## src/rtl/lsu_mem_port.sv

```systemverilog
// Load/store port: turns an RV32I core load/store into a word-aligned, handshaked memory
// request with byte enables, and formats load data for the writeback mux.
module lsu_mem_port #(
   parameter int unsigned WIDTH   = 32,
   parameter int unsigned TIMEOUT = 255
) (
   input  logic             clk,
   input  logic             reset,
   input  logic             mem_read,
   input  logic             mem_write,
   input  logic [2:0]       funct3,
   input  logic [WIDTH-1:0] addr,
   input  logic [WIDTH-1:0] wdata,
   output logic             stall,
   output logic             done,
   output logic [WIDTH-1:0] read_data,
   output logic             misalign,
   output logic             bus_err,
   output logic             m_req,
   output logic             m_we,
   output logic [WIDTH-1:0] m_addr,
   output logic [WIDTH-1:0] m_wdata,
   output logic [3:0]       m_be,
   input  logic             m_ack,
   input  logic [WIDTH-1:0] m_rdata
);

   typedef enum logic [1:0] {StIdle, StBusy, StDone} state_e;

   localparam logic [7:0] TimeoutCnt = 8'(TIMEOUT);

   state_e           state_q, state_d;
   logic [7:0]       cnt_q, cnt_d;
   logic             m_req_q, m_req_d;
   logic             m_we_q, m_we_d;
   logic [WIDTH-1:0] m_addr_q, m_addr_d;
   logic [WIDTH-1:0] m_wdata_q, m_wdata_d;
   logic [3:0]       m_be_q, m_be_d;
   logic [WIDTH-1:0] read_data_q, read_data_d;
   logic             done_q, done_d;
   logic             misalign_q, misalign_d;
   logic             bus_err_q, bus_err_d;
   logic             is_load_q, is_load_d;
   logic [1:0]       size_q, size_d;
   logic             uns_q, uns_d;
   logic [1:0]       off_q, off_d;

   logic             req;
   logic             mis;
   logic [3:0]       be_n;
   logic [WIDTH-1:0] wd_n;

   function automatic logic [31:0] fmt_load(input logic [31:0] w, input logic [1:0] off,
                                            input logic [1:0] sz, input logic uns);
      logic [7:0]  b;
      logic [15:0] h;
      logic [31:0] r;
      unique case (off)
         2'd0:    b = w[7:0];
         2'd1:    b = w[15:8];
         2'd2:    b = w[23:16];
         default: b = w[31:24];
      endcase
      h = off[1] ? w[31:16] : w[15:0];
      unique case (sz)
         2'b00:   r = uns ? {24'h0, b} : {{24{b[7]}}, b};
         2'b01:   r = uns ? {16'h0, h} : {{16{h[15]}}, h};
         default: r = w;
      endcase
      return r;
   endfunction

   always_comb begin
      req = mem_read | mem_write;
      mis = (funct3[1:0] == 2'b01 && addr[0]) || (funct3[1] && addr[1:0] != 2'b00);
      unique case (funct3[1:0])
         2'b00: begin
            be_n = 4'b0001 << addr[1:0];
            wd_n = {4{wdata[7:0]}};
         end
         2'b01: begin
            be_n = addr[1] ? 4'b1100 : 4'b0011;
            wd_n = {2{wdata[15:0]}};
         end
         default: begin
            be_n = 4'b1111;
            wd_n = wdata;
         end
      endcase
   end

   always_comb begin
      state_d     = state_q;
      cnt_d       = cnt_q;
      m_req_d     = m_req_q;
      m_we_d      = m_we_q;
      m_addr_d    = m_addr_q;
      m_wdata_d   = m_wdata_q;
      m_be_d      = m_be_q;
      read_data_d = read_data_q;
      is_load_d   = is_load_q;
      size_d      = size_q;
      uns_d       = uns_q;
      off_d       = off_q;
      done_d      = 1'b0;
      misalign_d  = 1'b0;
      bus_err_d   = 1'b0;
      stall       = 1'b0;
      unique case (state_q)
         StIdle: begin
            stall = req;
            if (req && mis) begin
               state_d    = StDone;
               done_d     = 1'b1;
               misalign_d = 1'b1;
            end else if (req) begin
               state_d   = StBusy;
               cnt_d     = 8'd0;
               m_req_d   = 1'b1;
               m_we_d    = mem_write;  // store wins when both are asserted
               m_addr_d  = {addr[WIDTH-1:2], 2'b00};
               m_be_d    = be_n;
               m_wdata_d = wd_n;
               is_load_d = ~mem_write;
               size_d    = funct3[1:0];
               uns_d     = funct3[2];
               off_d     = addr[1:0];
            end
         end
         StBusy: begin
            stall = 1'b1;
            // An ack in the same cycle the timeout is reached still counts as success.
            if (m_ack && m_req_q) begin
               state_d = StDone;
               done_d  = 1'b1;
               m_req_d = 1'b0;
               if (is_load_q) read_data_d = fmt_load(m_rdata, off_q, size_q, uns_q);
            end else if (cnt_q + 8'd1 == TimeoutCnt) begin
               state_d   = StDone;
               done_d    = 1'b1;
               bus_err_d = 1'b1;
               m_req_d   = 1'b0;
               if (is_load_q) read_data_d = '0;
            end else begin
               cnt_d = cnt_q + 8'd1;
            end
         end
         StDone:  state_d = StIdle;
         default: state_d = StIdle;
      endcase
   end

   always_ff @(posedge clk or posedge reset) begin
      if (reset) begin
         state_q     <= StIdle;
         cnt_q       <= 8'd0;
         m_req_q     <= 1'b0;
         m_we_q      <= 1'b0;
         m_addr_q    <= '0;
         m_wdata_q   <= '0;
         m_be_q      <= 4'b0000;
         read_data_q <= '0;
         done_q      <= 1'b0;
         misalign_q  <= 1'b0;
         bus_err_q   <= 1'b0;
         is_load_q   <= 1'b0;
         size_q      <= 2'b00;
         uns_q       <= 1'b0;
         off_q       <= 2'b00;
      end else begin
         state_q     <= state_d;
         cnt_q       <= cnt_d;
         m_req_q     <= m_req_d;
         m_we_q      <= m_we_d;
         m_addr_q    <= m_addr_d;
         m_wdata_q   <= m_wdata_d;
         m_be_q      <= m_be_d;
         read_data_q <= read_data_d;
         done_q      <= done_d;
         misalign_q  <= misalign_d;
         bus_err_q   <= bus_err_d;
         is_load_q   <= is_load_d;
         size_q      <= size_d;
         uns_q       <= uns_d;
         off_q       <= off_d;
      end
   end

   assign done      = done_q;
   assign read_data = read_data_q;
   assign misalign  = misalign_q;
   assign bus_err   = bus_err_q;
   assign m_req     = m_req_q;
   assign m_we      = m_we_q;
   assign m_addr    = m_addr_q;
   assign m_wdata   = m_wdata_q;
   assign m_be      = m_be_q;

endmodule

```

## config.mk

```make
export PLATFORM = sky130hd
export DESIGN_NAME = lsu_mem_port
export DESIGN_NICKNAME = d
export VERILOG_FILES = /design/src/rtl/lsu_mem_port.sv
export SDC_FILE = /design/constraint.sdc
export NUM_CORES = 1
export LEC_CHECK = 0
export ABC_AREA = 1
export ABC_CLOCK_PERIOD_IN_PS = 9200
export BUFFER_PORTS_ARGS = -buffer_cell sky130_fd_sc_hd__buf_2
export CORE_ASPECT_RATIO = 0.5
export CORE_MARGIN = 4
export CORE_UTILIZATION = 40
export CTS_CLUSTER_DIAMETER = 150
export CTS_CLUSTER_SIZE = 14
export DETAILED_ROUTE_END_ITERATION = 6
export HOLD_SLACK_MARGIN = 0.05
export PLACE_DENSITY = 0.66
export SLEW_MARGIN = 20
export SYNTH_ARGS = -nofsm -noshare
export SYNTH_HDL_FRONTEND = slang
export SYNTH_SLANG_ARGS = --single-unit
```

## constraint.sdc

```tcl
create_clock -name clk -period 9.2 [get_ports clk]
set_input_delay 1.38 -clock clk [delete_from_list [all_inputs] [get_ports clk]]
set_output_delay 1.38 -clock clk [all_outputs]
set_load 0.03 [all_outputs]
```

==> out/qor.yml, run 1 <==
cts:
  cts_buffers: 17
  cts_tree: "done"
  postCtsHoldBufs: 0
  htree_levels: 4
  cts_buffer_depth: 2
  post_cts_resized: 0
  clk_latency_ns: 0.41
  cts_root_buffer: "clkbuf_16"
  postCtsSetupBuffers: 0
  cts_sinks: 119
  cts.clk_slew.worst_paths_ns: 0.05
global_routing:
  grt_max_degree: 94
  antenna_found_initial: 0
  overflow: 0
  grt_use_total_pct: 20.11
  grt_pass1_wl_um: 27710
  grt_pass1_vias: 5623
cells_and_area:
  num-fill-cells: 1441
  syn2layout_area_growth_pct: 27.66
  drive_gt1_share_pct: 27.41
  multiInputGateArea_sq_mm: 0.002495
  regArea_sq_mm: 0.002978
  utilization_pct: 52.31
  n_antenna_cell: 0
  nNetsFinal: 1079
  finalNonFillerCells: 1183
place:
  hpwl_um: 12230
  gp_congestion: 0.8541
  place_inst: 1152
  port_buffers: 207
  dp_slack_ns: 5.346
worst_setup_path:
  arrival_ns: 2.27
  cp.required_ns: 7.82
  cp-end-kind: "output port"
  cp_max_fo: 3
  worstSetupPathType: "in2out"
  start_kind: "input pin"
sta:
  setup_tns_ns: 0
  final_max_slew_viol_count: 0
  worst_slew_pin_slew_ns: 0.8869
  fin_skew_ns: 0.01228
  fmax_ghz: 0.2741
  rsz0062_at_grt: "no"
  min_period_ns: 3.649
  worst_slack_ns: 5.551
  hold_viol: 0
  setup_viol: 0
  relSlewSlack_pct: 40.87
  post-route-period-util_pct: 39.66
routing:
  drt_iter0_markers: 445
  drtAntennaViolNets: 0
  via_per_inst: 4.820
  drc_errors: 0
  route.vias.total: 5702
  wl_per_cell_um: 14.61
  routed_wl_um: 17280
  first_pass_iters: 5
floorplanning:
  fp.dieH_um: 94.20
  chipWidth_um: 180.4
  boundaryPins: 210
  die_area_sq_mm: 0.01699
  start_util_pct: 40.98
  coreArea_sq_mm: 0.01451
  num_rows: 31
min_path:
  hp-class: "reg2reg"
synthesis:
  synthCells: 786
  synth_top_cell_by_area: "dfrtp_1"
  ys_types: 32
  yosysWarnings: 0
  synthTopCellsByArea: "dfrtp_1, nand2_1, nand3_1"
  avgSynthCellArea_sq_um: 7.563
  ys_seq_area_share_pct: 50.09
  synthDominantCellAreaShare_pct: 50.09
  syn_area_sq_mm: 0.005944
  synth_seq_cells: 119
pwr:
  pwr-share-seq_pct: 32.4
  combPwrFrac_pct: 45.1
  p_switching_mw: 1.320
  p_int_mw: 1.454
  sw_frac_of_total_pct: 47.57
  powerDensity_mw_per_mm2: 365.6
  ir_drop_v: 0.0001562
  clockPowerShare_pct: 22.5
  finalPower_mw: 2.774
  leakage_nw: 4.351
flow_run:
  drv_cap: 0
status:
  outcome: "finished clean"
[per-stage QoR]
stage / hold slack (ns) / cell area (sq um)
after floorplan: 0.4810 / 5948
after global placement: 0.4512 / 7034
after detailed placement: 0.4561 / 7034
after CTS: 0.4694 / 7586
after global routing: 0.4814 / 7589
final: 0.4633 / 7589
[cell type report]
cell class	count	area share [%]
flip-flops and latches	119	39.24
multi-input cells	557	32.88
well taps	198	3.265
clock buffers	17	5.606
clock inverters	14	1.665
inverters	68	3.397
repair buffers	210	13.95
[worst paths after layout]
| path | from | to | slack, ns | cells past startpoint |
|---|---|---|---|---|
| hold / removal | read_data[18]$_DFFE_PP0P_ | read_data[18]$_DFFE_PP0P_ | 0.46 | 2 |
| min in group asynchronous | reset | read_data[26]$_DFFE_PP0P_ | 1.16 | 2 |
| setup reg to reg | size_q[1]$_DFFE_PP0P_ | read_data[0]$_DFFE_PP0P_ | 6.56 | 8 |
| max in group asynchronous | reset | m_addr[27]$_DFFE_PP0P_ | 6.83 | 3 |
| hold reg to reg | read_data[18]$_DFFE_PP0P_ | read_data[18]$_DFFE_PP0P_ | 0.46 | 2 |
| setup / recovery | mem_write | stall | 5.55 | 6 |
[registers in the layout, summed over array words and instances, names as in the netlist]
register	cells
size_q	2
cnt_q	8
uns_q	1
m_wdata	32
is_load_q	1
misalign	1
done	1
off_q	2
m_we	1
m_req	1
bus_err	1
m_addr	30
m_be	4
state_q	2
read_data	32
[synth_stat cells]
cell type	n
nand2_1	302
dfrtp_1	119
inv_1	65
nand3_1	58
nor2_1	48
a21oi_1	47
o21ai_0	41
clkbuf_1	23
o21ai_1	14
buf_2	10
nand2_2	9
a31oi_1	7
buf_6	6
nand4_1	6
buf_4	3
inv_2	3
o211ai_1	3
ha_1	2
nand2_4	2
nand3_2	2
nor2_2	2
nor2_4	2
nor3_1	2
or2_2	2
a41oi_1	1
buf_1	1
conb_1	1
nand2_8	1
nand3_4	1
nand4_2	1
o21a_1	1
o21bai_2	1
[cells in the final DEF (no fill, tap or decap), types with 6 or more instances in the layout]
| cell type | synthesis | final |
|---|---|---|
| a21oi_1 | 47 | 47 |
| a31oi_1 | 7 | 7 |
| buf_2 | 10 | 207 |
| clkbuf_16 | 0 | 17 |
| dfrtp_1 | 119 | 119 |
| inv_1 | 65 | 64 |
| nand2_1 | 302 | 300 |
| nand2_2 | 9 | 10 |
| nand3_1 | 58 | 58 |
| nand4_1 | 6 | 6 |
| nor2_1 | 48 | 48 |
| o21ai_0 | 41 | 41 |
| o21ai_1 | 14 | 14 |
[power by group through the flow]
stage | registers [mW] | clock network [mW] | logic (mW)
floorplan | 1.25 | 0 | 0.535
global placement | 0.903 | 0 | 1.24
detailed placement | 0.901 | 0 | 1.26
CTS | 0.899 | 0.633 | 1.26
global route | 0.925 | 0.656 | 1.37
finish | 0.899 | 0.625 | 1.25
[metal layers]
layer / wire (um) / vias up / global-route usage (%)
met5: 0 / - / 0
met4: 131 / 0 / 6.604
met3: 1005 / 13 / 4.176
met2: 8335 / 189 / 33.83
met1: 7810 / 2636 / 26.27
li1: - / 2864 / -
[worst max-delay path: stages]
cell and delay, ns:
buf_2 0.09, nor2_1 0.05, nor3_1 0.31, inv_1 0.13
nand2_1 0.11, buf_2 0.20
[logic make-up after synthesis]
family          count (synthesis)  synth area share (%)
compound gates                115                 10.17
flops                         119                 50.09
fa+ha+maj                       2                0.4209
buf+inv                       111                 8.166
simple gates                  438                 31.09
other cells                     1               0.06308
Note: power is estimated with default switching activity, not from simulation.
==> run 2, diff against run 1 <==
- ABC_CLOCK_PERIOD_IN_PS: 9200 -> 3800
- clock period: 9.2 -> 3.8 ns (I/O delays scaled with it)
==> run 2 against run 1 <==
Against the previous run:
- utilization is 0.67 points higher
- total power up 150%
- clock skew fell by 0.0018 ns
- sequential share of layout area down 0.48 points
- cell area increased by 1.3%
- cell count is 0.34% higher
- combinational power is 140% higher
- clock power grew to 2.7 times the previous value
- critical path depth up 2
- via count increased by 1.6%
- largest cell class unchanged
==> out/qor.yml, run 2 (synthesis gave the netlist of run 1 again) <==
status:
  outcome: "finished clean"
place:
  gp_congestion: 0.8400  # -1.7%
  dp_slack_ns: 0.9336  # -4.412 ns
  hpwl_um: 12350  # +0.99%
  port_buffers: 207  # unchanged
worst_setup_path:
  cp_max_fo: 52  # +49
  cp.required_ns: 4.11  # -3.71 ns
  crit_path_cell_trace: "buf_2, inv_2, nand2_2, nand2_1, nand2_4, inv_2, nand2_1, o211ai_1"
  critPathTopFamily: "buffers and inverters"
  worstSetupPathType: "in2reg"
  critPathBufInv: 3  # unchanged
  arrival_ns: 2.80  # +0.53 ns
  cp_slowest_cell: "inv_2"
  cp-end-kind: "register"
  start_kind: "input pin"
  cpPeakStageDelay_ns: 0.73  # +0.42 ns
floorplanning:
  coreArea_sq_mm: 0.01451  # unchanged
  boundaryPins: 210  # unchanged
  die_area_sq_mm: 0.01699  # unchanged
  num_rows: 31  # unchanged
  chipWidth_um: 180.4  # unchanged
  start_util_pct: 40.98  # unchanged
  fp.dieH_um: 94.20  # unchanged
sta:
  fmax_ghz: 0.4017
  fin_skew_ns: 0.01052  # -0.001759 ns
  setup_viol: 0  # unchanged
  hold_viol: 0  # unchanged
  setup_tns_ns: 0  # unchanged
  worst_slack_ns: 1.311  # -4.241 ns
  worst_slew_pin_slew_ns: 0.8410  # -0.04592 ns
  relSlewSlack_pct: 43.93  # +3.1 points
  min_period_ns: 2.489
  holdWs_ns: 0.2894  # -0.1739 ns
  post-route-period-util_pct: 65.51
  rsz0062_at_grt: "no"
  final_max_slew_viol_count: 0  # unchanged
cts:
  postCtsHoldBufs: 0  # unchanged
  cts_sinks: 119  # unchanged
  cts_root_buffer: "clkbuf_16"
  cts_buffers: 17  # unchanged
  cts_buffer_depth: 2  # unchanged
  cts_tree: "done"
  postCtsSetupBuffers: 0  # unchanged
  htree_levels: 4  # unchanged
  cts.clk_slew.worst_paths_ns: 0.06  # about the same
  clk_latency_ns: 0.41  # about the same
  post_cts_resized: 0  # unchanged
routing:
  route.vias.total: 5792  # +1.6%
  drt_iter0_markers: 524  # +18%
  wl_per_cell_um: 14.51  # -0.65%
  routed_wl_um: 17230  # -0.32%
  via_per_inst: 4.880  # +1.2%
  drtAntennaViolNets: 0  # unchanged
  first_pass_iters: 5  # unchanged
  drc_errors: 0  # unchanged
cells_and_area:
  drive_gt1_share_pct: 27.70  # +0.29 points
  num-fill-cells: 1436  # -0.35%
  mostFrequentLayoutCell: "nand2_1"
  layout_common_cells: "nand2_1, buf_2, dfrtp_1"
  syn2layout_area_growth_pct: 29.30
  n_antenna_cell: 0  # unchanged
  nNetsFinal: 1082  # +0.28%
global_routing:
  overflow: 0  # unchanged
  grt_pass1_vias: 5669  # +0.82%
  antenna_found_initial: 0  # unchanged
  grt_max_degree: 59  # -37%
  grt_pass1_wl_um: 28050  # +1.2%
  grt_use_total_pct: 20.31  # +0.20 points
pwr:
  finalPower_mw: 6.922  # +150%
  ir_drop_v: 0.0003962  # +150%
  powerDensity_mw_per_mm2: 900.5  # +150%
  leakage_nw: 4.396  # +1.0%
flow_run:
  drv_cap: 0  # unchanged
min_path:
  hp-class: "in2async"
## run 2: cell count changes in the layout (fill, tap and decap cells not counted)
cell,delta
inv_6,+1
buf_4,+3
clkinv_2,-4
clkinv_4,-1
dfrtp_1,-1
nand2_1,+1
clkbuf_8,+1
dfrtp_2,+1
nand2_2,-1
inv_8,+2
bufinv_16,+2
## run 2: metal layers
metal	global-route usage, %	vias up	wire length, um
met5	0	-	0
met4	6.981	0	294
met3	3.751	28	1085
met2	34.33	216	8205
met1	26.59	2679	7642
li1	-	2869	-
## run 2: worst reg2reg max path, stage by stage (launching register included)
cell and delay (ns):
dfrtp_1 0.39, nor3_1 0.36, nand2_4 0.39, inv_2 0.74
nand2_1 0.23, o211ai_1 0.22
## run 2: final cells by class
class / count / area, sq um / area share, %
Sequential cell: 119 / 2979 / 38.76
Multi-Input combinational cell: 557 / 2492 / 32.43
Timing Repair Buffer: 213 / 1081 / 14.06
Clock buffer: 18 / 439.2 / 5.714
Inverter: 68 / 257.7 / 3.353
Tap cell: 198 / 247.7 / 3.223
Clock inverter: 14 / 188.9 / 2.458
## run 2: final timing paths
path,start,endpoint,slack [ns],cells past startpoint
setup / recovery,funct3[1],m_be[2]$_DFFE_PP0P_,1.31,8
hold / removal,reset,m_we$_DFFE_PP0P_,0.29,2
setup reg to reg,state_q[1]$_DFFE_PP0P_,m_be[2]$_DFFE_PP0P_,1.38,5
hold reg to reg,read_data[29]$_DFFE_PP0P_,read_data[29]$_DFFE_PP0P_,0.46,2
max in group asynchronous,reset,off_q[0]$_DFFE_PP0P_,2.60,3
min in group clk,addr[24],m_addr[24]$_DFFE_PP0P_,0.35,3
## run 2: per-stage QoR
stage	util, %	cells	cell area (sq um)
6_report	52.98	1187	7686
5_1_grt	52.98	1187	7686
4_1_cts	52.98	1187	7685
3_5_place_dp	48.65	1155	7057
3_3_place_gp	48.65	1155	7057
2_1_floorplan	-	787	5948
## run 2: power by group
part           switching, mW  internal (mW)
combinational           2.19          0.827
sequential             0.403           1.80
clock                  0.632           1.07
total                   3.23           3.69
==> run 3, diff against run 2 <==
- ABC_AREA: 1 -> 0
- ABC_CLOCK_PERIOD_IN_PS: 3800 -> 2520
- PLACE_DENSITY: 0.66 -> 0.67
- clock period: 3.8 -> 2.52 ns (I/O delays scaled with it)
==> run 3 against run 2 <==
Against the previous run:
- die area down 4.6%
- clock skew down 0.0022 ns
- total power up 61%
- sequential power up 50%
- flip-flop and latch count unchanged
- sequential share of layout area up 0.66 points
- utilization up 2.1 points
- first-iteration DRC count down 41%
- wire length down 7.2%
- critical endpoint is now read_data[29]$_DFFE_PP0P_
==> out/qor.yml, run 3 <==
worst_setup_path:
  arrival_ns: 2.66  # -0.14 ns
  worstSetupPathType: "reg2reg"
  worstReg2RegStart: "cnt_q[0]$_DFFE_PP0P_"
  r2r_end: "read_data[29]$_DFFE_PP0P_"
  reg2reg_slack_ns: 0.14  # -1.24 ns
  cp_max_fo: 32  # -38%
  cp.required_ns: 2.81  # -1.30 ns
  r2r_cells: 8  # +3
  start_kind: "register"
  cp-end-kind: "register"
pwr:
  p_switching_mw: 5.002  # +55%
  sw_frac_of_total_pct: 44.97  # -1.7 points
  clockPowerShare_pct: 24.1  # -0.5 points
  finalPower_mw: 11.12  # +61%
  pwr-share-seq_pct: 29.8  # -2.0 points
  combPwrFrac_pct: 46.1  # +2.5 points
  ir_drop_v: 0.0005948  # +50%
  powerDensity_mw_per_mm2: 1473  # +64%
  leakage_nw: 3.973  # -9.6%
  p_int_mw: 6.122  # +66%
routing:
  first_pass_iters: 5  # unchanged
  drtAntennaViolNets: 0  # unchanged
  drc_errors: 0  # unchanged
  wl_per_cell_um: 15.55  # +7.1%
  routed_wl_um: 15990  # -7.2%
  via_per_inst: 5.026  # +3.0%
  route.vias.total: 5167  # -11%
  drt_iter0_markers: 310  # -41%
cells_and_area:
  mostFrequentLayoutCell: "buf_2"
  layout_common_cells: "buf_2, nand2_1, dfrtp_1"
  nNetsFinal: 929  # -14%
  syn2layout_area_growth_pct: 33.68
  n_antenna_cell: 0  # unchanged
  finalNonFillerCells: 1028  # -13%
  drive_gt1_share_pct: 31.82  # +4.1 points
status:
  outcome: "finished clean"
sta:
  post-route-period-util_pct: 94.31
  rsz0062_at_grt: "no"
  final_max_slew_viol_count: 0  # unchanged
  relSlewSlack_pct: 40.08  # -3.9 points
  holdWs_ns: 0.1619  # -0.1275 ns
  fmax_ghz: 0.4208
  min_period_ns: 2.377
  setup_viol: 0  # unchanged
  setup_tns_ns: 0  # unchanged
  hold_viol: 0  # unchanged
  fin_skew_ns: 0.008280  # -0.002237 ns
  worst_slew_pin_slew_ns: 0.8969  # +0.05587 ns
  worst_slack_ns: 0.1435  # -1.167 ns
synthesis:
  synth_seq_cells: 119  # unchanged
  synth_flop_cell: "dfrtp_1"
  synth_commonest_cells: "nand2_1, dfrtp_1, o21ai_0"
  yosysWarnings: 0  # unchanged
  synthCells: 623  # -21%
  post-synth-top-count-cell: "nand2_1"
  async_reset_ff_share_pct: 100.0  # unchanged
  synthTopCellsByArea: "dfrtp_1, nand2_1, mux2i_1"
  ys_seq_area_share_pct: 52.70  # +2.6 points
  avgSynthCellArea_sq_um: 9.070  # +20%
  synth_top_cell_by_area: "dfrtp_1"
  syn_area_sq_mm: 0.005650  # -4.9%
  synth_enable_flop_cells: 0  # unchanged
  synthDominantCellAreaShare_pct: 52.70  # +2.6 points
  ys_types: 48  # +50%
place:
  place_inst: 996  # -14%
  dp_slack_ns: 0.2116  # -0.7220 ns
  hpwl_um: 11240  # -9.0%
  gp_congestion: 0.8506  # +1.3%
  port_buffers: 207  # unchanged
floorplanning:
  die_area_sq_mm: 0.01621  # -4.6%
  fp.dieH_um: 92.04  # -2.3%
  num_rows: 30  # -3.2%
  chipWidth_um: 176.1  # -2.4%
  boundaryPins: 210  # unchanged
  start_util_pct: 41.24  # +0.26 points
  coreArea_sq_mm: 0.01370  # -5.6%
min_path:
  hp-class: "in2async"
global_routing:
  grt_max_degree: 73  # +24%
  antenna_found_initial: 2  # +2
  grt_use_total_pct: 19.89  # -0.41 points
  overflow: 0  # unchanged
  grt_pass1_vias: 5104  # -10%
  grt_pass1_wl_um: 26140  # -6.8%
cts:
  clk_latency_ns: 0.40  # about the same
  cts.clk_slew.worst_paths_ns: 0.06  # about the same
  cts_buffers: 17  # unchanged
  cts_root_buffer: "clkbuf_16"
  cts_sinks: 119  # unchanged
  postCtsSetupBuffers: 0  # unchanged
  cts_buffer_depth: 2  # unchanged
  cts_tree: "done"
  htree_levels: 4  # unchanged
flow_run:
  drv_cap: 0  # unchanged
[run 3: area by class of cell]
| class | count | area [sq um] |
|---|---|---|
| timing repair buffer | 223 | 1194 |
| fill | 1271 | 6147 |
| clock buffer | 20 | 446.7 |
| tap | 192 | 240.2 |
| multi-input combinational | 450 | 2446 |
| clock inverter | 12 | 200.2 |
| inverter | 12 | 48.80 |
| sequential | 119 | 2978 |
[run 3: cell families after synthesis]
logic type | share of synthesized area, %
and+or+nand+nor | 20.95
AOI/OAI and AO/OA | 16.12
DFF | 52.70
buffers and inverters | 4.273
muxes | 5.137
adders and majority gates | 0.4428
xor gates and xnor gates | 0.3101
other | 0.06637
[run 3: repair_timing]
item / in CTS / in global routing
gates resized for setup: 0 / 1
hold buffers: 0 / 0
endpoints found under the setup margin: 0 / 16
[run 3: power groups by stage]
stage / registers (mW) / logic [mW] / clock network, mW
4_1_cts: 3.31 / 5.18 / 2.73
3_3_place_gp: 3.31 / 5.08 / 0
6_report: 3.31 / 5.13 / 2.69
5_1_grt: 3.44 / 5.61 / 2.83
3_5_place_dp: 3.33 / 5.18 / 0
2_1_floorplan: 4.76 / 2.17 / 0
[run 3: worst max-delay path by stage]
stage	slack, ns	endpoint	depth (start not counted)	start
5_1_grt	0.02	read_data[20]$_DFFE_PP0P_	8	cnt_q[0]$_DFFE_PP0P_
2_1_floorplan	0.37	read_data[19]$_DFFE_PP0P_	8	cnt_q[0]$_DFFE_PP0P_
6_report	0.14	read_data[29]$_DFFE_PP0P_	8	cnt_q[0]$_DFFE_PP0P_
4_1_cts	0.11	read_data[29]$_DFFE_PP0P_	8	cnt_q[0]$_DFFE_PP0P_
3_5_place_dp	0.21	read_data[20]$_DFFE_PP0P_	8	cnt_q[0]$_DFFE_PP0P_
3_3_place_gp	0.32	read_data[17]$_DFFE_PP0P_	8	cnt_q[0]$_DFFE_PP0P_
[run 3: stage by stage]
stage	cell area, sq um	utilization [%]
finish	7553	55.13
CTS	7548	55.10
global route	7553	55.13
global placement	6902	50.37
detailed placement	6902	50.37
floorplan	5658	-
[run 3: per-layer routing]
layer | up-vias | track usage [%] | share of wire [%]
li1 | 2511 | - | -
met1 | 2457 | 25.80 | 44
met2 | 175 | 33.22 | 48
met3 | 20 | 4.819 | 6.8
met4 | 4 | 5.966 | 1.1
met5 | - | 0 | 0.13
[run 3: critical path, stage by stage, from the launching register on]
cell     delay (ns)
dfrtp_1        0.47
ha_2           0.29
nand2_1        0.07
o31ai_1        0.20
a32oi_1        0.16
o41ai_4        0.47
nand2_2        0.08
buf_4          0.24
a22o_1         0.27
